==> config.mk <==
export PLATFORM = sky130hd
export DESIGN_NAME = jtag_bs_wrapper
export DESIGN_NICKNAME = d
export VERILOG_FILES = /design/src/rtl/jtag_bs_wrapper_pkg.sv /design/src/rtl/jtag_bs_wrapper_tap_fsm.sv /design/src/rtl/jtag_bs_wrapper.sv
export SDC_FILE = /design/constraint.sdc
export NUM_CORES = 1
export LEC_CHECK = 0
export ABC_AREA = 1
export CAP_MARGIN = 20
export CORE_ASPECT_RATIO = 1.25
export CORE_MARGIN = 2
export CORE_UTILIZATION = 30
export CTS_BUF_LIST = sky130_fd_sc_hd__clkbuf_4
export CTS_CLUSTER_DIAMETER = 120
export DETAILED_ROUTE_END_ITERATION = 12
export SLEW_MARGIN = 20
export SYNTH_ARGS = -nofsm -noshare
export SYNTH_HDL_FRONTEND = slang
export SYNTH_HIERARCHICAL = 1
export SYNTH_SLANG_ARGS = --single-unit
==> constraint.sdc <==
create_clock -name TCLK -period 2 [get_ports TCLK]
set_input_delay 0.5 -clock TCLK [delete_from_list [all_inputs] [get_ports TCLK]]
set_output_delay 0.5 -clock TCLK [all_outputs]
set_load 0.05 [all_outputs]
==> src/rtl/jtag_bs_wrapper_pkg.sv <==
// Shared TAP state encoding, instruction opcodes and DR selection for the
// boundary-scan wrapper.
package jtag_bs_wrapper_pkg;

    // IEEE 1149.1 state encoding, so the state matches the usual debug views.
    typedef enum logic [3:0] {
        TAP_EXIT2_DR   = 4'h0,
        TAP_EXIT1_DR   = 4'h1,
        TAP_SHIFT_DR   = 4'h2,
        TAP_PAUSE_DR   = 4'h3,
        TAP_SELECT_IR  = 4'h4,
        TAP_UPDATE_DR  = 4'h5,
        TAP_CAPTURE_DR = 4'h6,
        TAP_SELECT_DR  = 4'h7,
        TAP_EXIT2_IR   = 4'h8,
        TAP_EXIT1_IR   = 4'h9,
        TAP_SHIFT_IR   = 4'hA,
        TAP_PAUSE_IR   = 4'hB,
        TAP_RTI        = 4'hC,
        TAP_UPDATE_IR  = 4'hD,
        TAP_CAPTURE_IR = 4'hE,
        TAP_TLR        = 4'hF
    } tap_state_e;

    typedef enum logic [1:0] {
        DR_BYPASS = 2'd0,
        DR_BSR    = 2'd1,
        DR_ID     = 2'd2
    } dr_sel_e;

    // Opcodes are zero-extended to the IR width; BYPASS is all ones.
    localparam logic [31:0] OPC_EXTEST  = 32'd0;
    localparam logic [31:0] OPC_SAMPLE  = 32'd1;
    localparam logic [31:0] OPC_IDCODE  = 32'd2;
    localparam logic [31:0] OPC_INTEST  = 32'd3;
    localparam logic [31:0] IR_CAPTURE  = 32'd1;

    function automatic logic [31:0] op_bypass(input int unsigned ir_w);
        return (ir_w >= 32) ? 32'hFFFF_FFFF : ((32'd1 << ir_w) - 32'd1);
    endfunction

    function automatic tap_state_e tap_next(input tap_state_e s, input logic tms);
        case (s)
            TAP_TLR:        return tms ? TAP_TLR       : TAP_RTI;
            TAP_RTI:        return tms ? TAP_SELECT_DR : TAP_RTI;
            TAP_SELECT_DR:  return tms ? TAP_SELECT_IR : TAP_CAPTURE_DR;
            TAP_CAPTURE_DR: return tms ? TAP_EXIT1_DR  : TAP_SHIFT_DR;
            TAP_SHIFT_DR:   return tms ? TAP_EXIT1_DR  : TAP_SHIFT_DR;
            TAP_EXIT1_DR:   return tms ? TAP_UPDATE_DR : TAP_PAUSE_DR;
            TAP_PAUSE_DR:   return tms ? TAP_EXIT2_DR  : TAP_PAUSE_DR;
            TAP_EXIT2_DR:   return tms ? TAP_UPDATE_DR : TAP_SHIFT_DR;
            TAP_UPDATE_DR:  return tms ? TAP_SELECT_DR : TAP_RTI;
            TAP_SELECT_IR:  return tms ? TAP_TLR       : TAP_CAPTURE_IR;
            TAP_CAPTURE_IR: return tms ? TAP_EXIT1_IR  : TAP_SHIFT_IR;
            TAP_SHIFT_IR:   return tms ? TAP_EXIT1_IR  : TAP_SHIFT_IR;
            TAP_EXIT1_IR:   return tms ? TAP_UPDATE_IR : TAP_PAUSE_IR;
            TAP_PAUSE_IR:   return tms ? TAP_EXIT2_IR  : TAP_PAUSE_IR;
            TAP_EXIT2_IR:   return tms ? TAP_UPDATE_IR : TAP_SHIFT_IR;
            TAP_UPDATE_IR:  return tms ? TAP_SELECT_DR : TAP_RTI;
            default:        return TAP_TLR;
        endcase
    endfunction

endpackage

==> src/rtl/jtag_bs_wrapper_tap_fsm.sv <==
// 16-state TAP controller; strobes are registered from the next state so they
// are valid for the whole TCLK period of the state they describe.
module jtag_bs_wrapper_tap_fsm
    import jtag_bs_wrapper_pkg::*;
(
    input  logic       tclk_i,
    input  logic       rst_n_i,
    input  logic       tms_i,
    output tap_state_e state_o,
    output logic       shift_ir_o,
    output logic       capture_ir_o,
    output logic       update_ir_o,
    output logic       shift_dr_o,
    output logic       capture_dr_o,
    output logic       update_dr_o,
    output logic       tlr_o
);

    tap_state_e state_q, state_d;
    logic shift_ir_q, capture_ir_q, update_ir_q;
    logic shift_dr_q, capture_dr_q, update_dr_q, tlr_q;

    always_comb state_d = tap_next(state_q, tms_i);

    always_ff @(posedge tclk_i or negedge rst_n_i) begin
        if (!rst_n_i) begin
            state_q      <= TAP_TLR;
            shift_ir_q   <= 1'b0;
            capture_ir_q <= 1'b0;
            update_ir_q  <= 1'b0;
            shift_dr_q   <= 1'b0;
            capture_dr_q <= 1'b0;
            update_dr_q  <= 1'b0;
            tlr_q        <= 1'b1;
        end else begin
            state_q      <= state_d;
            shift_ir_q   <= (state_d == TAP_SHIFT_IR);
            capture_ir_q <= (state_d == TAP_CAPTURE_IR);
            update_ir_q  <= (state_d == TAP_UPDATE_IR);
            shift_dr_q   <= (state_d == TAP_SHIFT_DR);
            capture_dr_q <= (state_d == TAP_CAPTURE_DR);
            update_dr_q  <= (state_d == TAP_UPDATE_DR);
            tlr_q        <= (state_d == TAP_TLR);
        end
    end

    assign state_o      = state_q;
    assign shift_ir_o   = shift_ir_q;
    assign capture_ir_o = capture_ir_q;
    assign update_ir_o  = update_ir_q;
    assign shift_dr_o   = shift_dr_q;
    assign capture_dr_o = capture_dr_q;
    assign update_dr_o  = update_dr_q;
    assign tlr_o        = tlr_q;

endmodule

==> src/rtl/jtag_bs_wrapper.sv <==
// Boundary-scan wrapper: TAP, IR, bypass, IDCODE and a {inputs, outputs} BSR
// placed between the chip pins and the core.
module jtag_bs_wrapper
    import jtag_bs_wrapper_pkg::*;
#(
    parameter int          IN_WIDTH   = 16,
    parameter int          OUT_WIDTH  = 4,
    parameter int          IR_WIDTH   = 4,
    parameter logic [31:0] IDCODE_VAL = 32'h1000_0001
) (
    input  logic                 TCLK,
    input  logic                 RstBar,
    input  logic                 TMS,
    input  logic                 TDI,
    output logic                 TDO,
    output logic                 TDO_En,
    input  logic [IN_WIDTH-1:0]  In_Pin,
    output logic [IN_WIDTH-1:0]  Core_In,
    input  logic [OUT_WIDTH-1:0] Core_Out,
    output logic [OUT_WIDTH-1:0] Out_Pin
);

    localparam int BSR_W = IN_WIDTH + OUT_WIDTH;
    localparam logic [IR_WIDTH-1:0] OP_EXTEST = IR_WIDTH'(OPC_EXTEST);
    localparam logic [IR_WIDTH-1:0] OP_SAMPLE = IR_WIDTH'(OPC_SAMPLE);
    localparam logic [IR_WIDTH-1:0] OP_IDCODE = IR_WIDTH'(OPC_IDCODE);
    localparam logic [IR_WIDTH-1:0] OP_INTEST = IR_WIDTH'(OPC_INTEST);
    localparam logic [IR_WIDTH-1:0] OP_BYPASS = IR_WIDTH'(op_bypass(IR_WIDTH));
    localparam logic [IR_WIDTH-1:0] IR_CAP    = IR_WIDTH'(IR_CAPTURE);

    tap_state_e tap_state;
    logic shift_ir, capture_ir, update_ir, shift_dr, capture_dr, update_dr, tlr;

    jtag_bs_wrapper_tap_fsm u_tap_fsm (
        .tclk_i       (TCLK),
        .rst_n_i      (RstBar),
        .tms_i        (TMS),
        .state_o      (tap_state),
        .shift_ir_o   (shift_ir),
        .capture_ir_o (capture_ir),
        .update_ir_o  (update_ir),
        .shift_dr_o   (shift_dr),
        .capture_dr_o (capture_dr),
        .update_dr_o  (update_dr),
        .tlr_o        (tlr)
    );

    // Rising-edge shift path
    logic [IR_WIDTH-1:0] ir_sr_q,  ir_sr_d;
    logic [BSR_W-1:0]    bsr_sr_q, bsr_sr_d;
    logic [31:0]         id_sr_q,  id_sr_d;
    logic                byp_q,    byp_d;
    // Falling-edge update path
    logic [IR_WIDTH-1:0] ir_q,     ir_d;
    logic [BSR_W-1:0]    lat_q,    lat_d;
    logic                tdo_q,    tdo_d;
    logic                tdo_en_q, tdo_en_d;

    dr_sel_e dr_sel;
    logic    dr_lsb;
    logic    boundary_mode;

    // Unknown opcodes fall through to bypass, including the explicit all-ones code.
    always_comb begin
        dr_sel = DR_BYPASS;
        case (ir_q)
            OP_EXTEST, OP_SAMPLE, OP_INTEST: dr_sel = DR_BSR;
            OP_IDCODE:                       dr_sel = DR_ID;
            OP_BYPASS:                       dr_sel = DR_BYPASS;
            default:                         dr_sel = DR_BYPASS;
        endcase
    end

    always_comb begin
        dr_lsb = byp_q;
        case (dr_sel)
            DR_BSR:  dr_lsb = bsr_sr_q[0];
            DR_ID:   dr_lsb = id_sr_q[0];
            default: dr_lsb = byp_q;
        endcase
    end

    always_comb begin
        ir_sr_d  = ir_sr_q;
        bsr_sr_d = bsr_sr_q;
        id_sr_d  = id_sr_q;
        byp_d    = byp_q;
        if (capture_ir)
            ir_sr_d = IR_CAP;
        else if (shift_ir)
            ir_sr_d = {TDI, ir_sr_q[IR_WIDTH-1:1]};
        if (capture_dr) begin
            if (dr_sel == DR_BSR)    bsr_sr_d = {In_Pin, Core_Out};
            if (dr_sel == DR_ID)     id_sr_d  = IDCODE_VAL;
            if (dr_sel == DR_BYPASS) byp_d    = 1'b0;
        end else if (shift_dr) begin
            if (dr_sel == DR_BSR)    bsr_sr_d = {TDI, bsr_sr_q[BSR_W-1:1]};
            if (dr_sel == DR_ID)     id_sr_d  = {TDI, id_sr_q[31:1]};
            if (dr_sel == DR_BYPASS) byp_d    = TDI;
        end
    end

    always_ff @(posedge TCLK or negedge RstBar) begin
        if (!RstBar) begin
            ir_sr_q  <= '0;
            bsr_sr_q <= '0;
            id_sr_q  <= '0;
            byp_q    <= 1'b0;
        end else begin
            ir_sr_q  <= ir_sr_d;
            bsr_sr_q <= bsr_sr_d;
            id_sr_q  <= id_sr_d;
            byp_q    <= byp_d;
        end
    end

    // Update latches change only in Update-DR while the BSR is selected, so
    // they survive instruction changes and trips through Test-Logic-Reset.
    always_comb begin
        ir_d     = ir_q;
        lat_d    = lat_q;
        tdo_d    = tdo_q;
        tdo_en_d = (tap_state == TAP_SHIFT_IR) || (tap_state == TAP_SHIFT_DR);
        if (tlr)
            ir_d = OP_IDCODE;
        else if (update_ir)
            ir_d = ir_sr_q;
        if (update_dr && dr_sel == DR_BSR)
            lat_d = bsr_sr_q;
        if (shift_ir)
            tdo_d = ir_sr_q[0];
        else if (shift_dr)
            tdo_d = dr_lsb;
    end

    always_ff @(negedge TCLK or negedge RstBar) begin
        if (!RstBar) begin
            ir_q     <= OP_IDCODE;
            lat_q    <= '0;
            tdo_q    <= 1'b0;
            tdo_en_q <= 1'b0;
        end else begin
            ir_q     <= ir_d;
            lat_q    <= lat_d;
            tdo_q    <= tdo_d;
            tdo_en_q <= tdo_en_d;
        end
    end

    assign boundary_mode = (ir_q == OP_EXTEST) || (ir_q == OP_INTEST);
    assign Core_In = boundary_mode ? lat_q[BSR_W-1:OUT_WIDTH] : In_Pin;
    assign Out_Pin = boundary_mode ? lat_q[OUT_WIDTH-1:0]     : Core_Out;
    assign TDO     = tdo_q;
    assign TDO_En  = tdo_en_q;

endmodule

==> summary.md <==
The flow ran to the end, but the final reports show violations. The checks that failed: setup timing. The tools report the total CTS buffers as 9. In the layout the commonest cells are nand2_1, dfrtp_1, inv_1, o21ai_2, nand2_2.

Setup repair after global routing could not meet its margin everywhere. The number of nets in the synthesized netlist is 575. The fraction of layout instances using a drive strength above 1 is 0.4416. The tools report the pin count of the biggest net entering global routing as 42. The first global-routing pass estimated 18.81 mm of wire. The startpoint type of the worst setup path was a register.

The logs give -89.74 ns for the summed negative setup slack over all endpoints and 7 for the number of detailed-route iterations in the first pass. From bottom edge to top edge, the die measures 140.9 um. After floorplanning, the core was divided into 50 placement rows. Cell internal power was estimated by the tool at 6.721 mW. For the combined area of the multi-input logic cells, the log shows 0.002379 mm2. The clock tree root driver cell is clkbuf_4.

The tool flagged a number of max-cap violations equal to 0. The die covers 0.01600 mm2. The final core utilization was 0.4757.

The number of sinks handled by clock tree synthesis was 94; the count of distinct cell types in the synthesized netlist was 31. The worst hold path belongs to the class in2async. Once layout is done, the placed cells without fillers occupy 0.007053 mm2. The critical path is of the reg2out type.

The final setup slack of the worst path is -1.387 ns, and the total congestion overflow is 0. The transition time of the tightest slew-check pin was 0.4215 ns; the reg2reg setup slack was -1.22 ns. Counting flops and latches in the post-synthesis netlist gives 94. Before CTS, the worst setup slack after placement is -0.9315 ns.

The logs give 0 for the number of pins with negative max-slew slack in the final report and 551 for the gate count after technology mapping. The tightest slew margin relative to the limit was 0.7190. The number of antenna diodes in the final layout is 0.

The number of warnings printed during yosys synthesis was 6; the count of buffers from port buffering was 45. The longest clock path from root to sink contains 2 buffers. Timing startpoint of the critical path: ir_q[1]$_DFFE_NN1P_.

The register area is 0.002360 mm2. The number of global-route vias before repair is 3965, and the endpoint arrival time on the critical path is 2.89 ns. The logs give 678 for the number of nets in the layout and 0.5243 for the share of the yosys chip area belonging to registers. Leaving out fill and tap cells, the most frequent cell in the layout is nand2_1.

The final layout contains routed wiring with a total length of 11.50 mm. Setup violations remaining at the end of the flow were counted as 88. For the worst setup path, the data required time is 1.50 ns.

Summing every instance area after synthesis gives 0.004501 mm2. The run gives 0.3035 as the starting utilization of the core area. The tools report the category of the worst setup path capture point as an output port. The worst hold slack after final layout came out at 0.4359 ns. 46 I/O pins were placed.

The insertion delay of the later-clocked pin in the worst-skew pair came out at 0.46 ns. The die is 113.6 um wide. The count of H-tree levels built during CTS was 3. The final estimated routing congestion in global placement is 0.7979. Along the worst path, the maximum fanout reaches 5. Compared with the post-synthesis result, the final layout area differs by 56.71%. The total global-route track usage came out at 0.1438. For the post-layout total power, the log shows 11.97 mW. TritonCTS built the clock tree. Clock skew on the completed layout was measured at 0.07049 ns.

The via count was 3984. The logs give 787 for the total placed cells including tap cells and 0 for the count of endpoints failing hold in the final timing report. The analysis attributes to cell leakage a power of 3.227 nW.

Average wire per cell in the routed design: 13.67 um. The signal on the critical path passes through inv_2 > nor2_4 > nor2_4 > o21ai_4 > buf_8 > buf_8 > buf_6 > o21ai_4 > buf_12. After detailed routing, the number of remaining DRC violations is 0. The tools report the part of the power in combinational logic as 0.662. In this run the standard cell core region covers 0.01483 mm2. Using the TritonRoute via totals, the vias-per-cell ratio works out to 4.737. Dividing total power by cell area gives a power density of 1696 mW/mm2.

The HPWL after detailed placement was 6.838 mm; the share of power burned in registers was 0.252. After filler insertion, the fill cell instance count of the layout stands at 1305. Once placement finished, the instance area stood at 0.005901 mm2.

The initial antenna violation count is 0. The worst-case IR drop observed on VDD is 0.6185 mV. The average instance in the mapped netlist occupies 8.168 um2. The number of DRC markers in iteration 0 is 161, and the clock-pin slew on the worst setup and hold paths is 0.13 ns.

The net switching fraction of the power was 0.4383; the remaining number of nets flagged by the antenna check after routing was 0. The run gives 0.086 as the proportion of power drawn by the clock network. The slowest stage cell on the critical path was dfstp_2.

The worst register-to-register path begins at ir_q[1]$_DFFE_NN1P_. Net switching power: 5.244 mW. The number of standard cells in the final layout excluding fillers came out at 841. The delay of the slowest cell on the worst path is 0.53 ns.
## final timing paths
path / to / cells past startpoint
worst max-delay path: Out_Pin[1] / 9
worst min-delay path: bsr_sr_q[13]$_DFFE_PN0P_ / 2
worst max register to register: bsr_sr_q[19]$_DFFE_PN0P_ / 16
worst min register to register: lat_q[12]$_DFFE_NN0P_ / 2
max in group asynchronous: lat_q[1]$_DFFE_NN0P_ / 3
min in group TCLK: lat_q[12]$_DFFE_NN0P_ / 2
## final cells by class
cell class              instances  share of cell area
clock inverters                 4            0.005854
repair buffers                120              0.2400
flip-flops and latches         94              0.3346
multi-input cells             360              0.3372
well taps                     182             0.03229
clock buffers                  13             0.01384
inverters                      68             0.03619
## power groups by stage
stage,clock network [mW],logic (mW),registers (mW)
final,1.03,7.92,3.02
after global routing,1.14,8.49,3.09
after CTS,1.06,7.19,2.95
after detailed placement,0.00626,6.28,2.98
after global placement,0.00626,6.11,2.97
after floorplan,0.00626,4.03,2.95
## registers in the layout (all words and copies together) (netlist names), 4 cells and up
register / cells
bsr_sr_q: 20
lat_q: 20
ir_q: 4
u_tap_fsm/state_o: 4
id_sr_q: 32
ir_sr_q: 4
## metal layers
layer  GRT usage  vias to the layer above  share of wire
met3     0.03138                       26          0.038
met4     0.05006                        0          0.023
met1      0.1771                     1919           0.41
met5           0                        -              0
met2      0.2483                       91           0.53
li1            -                     1948              -
## kinds of logic (layout without fill, tap and decap cells)
group,Yosys count,after routing,share of synthesized area
simple gates,228,228,0.2057
buf+inv,97,205,0.09424
flops,94,94,0.5243
compound gates,132,132,0.1757
## synth_stat cells
cell type / count / area, um2
nand2_1: 177 / 664.4
dfrtp_1: 63 / 1577
inv_1: 61 / 229.0
o21ai_1: 50 / 250.2
o21ai_0: 41 / 205.2
o21ai_2: 27 / 236.5
nor2_1: 26 / 97.59
dfrtn_1: 25 / 625.6
buf_2: 15 / 75.07
nand3_1: 13 / 65.06
inv_2: 8 / 30.03
clkbuf_1: 6 / 22.52
dfstp_2: 6 / 157.7
a21oi_1: 5 / 25.02
buf_6: 4 / 45.04
nor2_2: 4 / 25.02
buf_4: 3 / 22.52
o22ai_1: 3 / 18.77
o2111ai_1: 2 / 17.52
a21oi_4: 1 / 16.27
a31oi_1: 1 / 6.260
nand2_2: 1 / 6.260
nand3_2: 1 / 10.01
nand3_4: 1 / 17.52
nor2_4: 1 / 11.26
nor3_1: 1 / 5.000
nor3_2: 1 / 10.01
nor3b_1: 1 / 7.510
o211ai_1: 1 / 7.510
o21bai_1: 1 / 7.510
or2_2: 1 / 6.260
## critical path, delay by kind of cell (launching register included)
family / cells / cell delay, ns
AND/OR/NAND/NOR: 2 / 0.18
flip-flops: 1 / 0.53
AO/OA/AOI/OAI: 2 / 0.14
buffers and inverters: 5 / 0.56
## timing repair
item                       CTS  global route
buffers inserted            15             9
gates cloned                10             5
setup endpoints to repair   80           100
resized for setup           47            96
hold endpoints to repair     2             0
hold buffers                 1             0
pin swaps                    0             4
No activity file was read; power rests on OpenSTA's default activity.
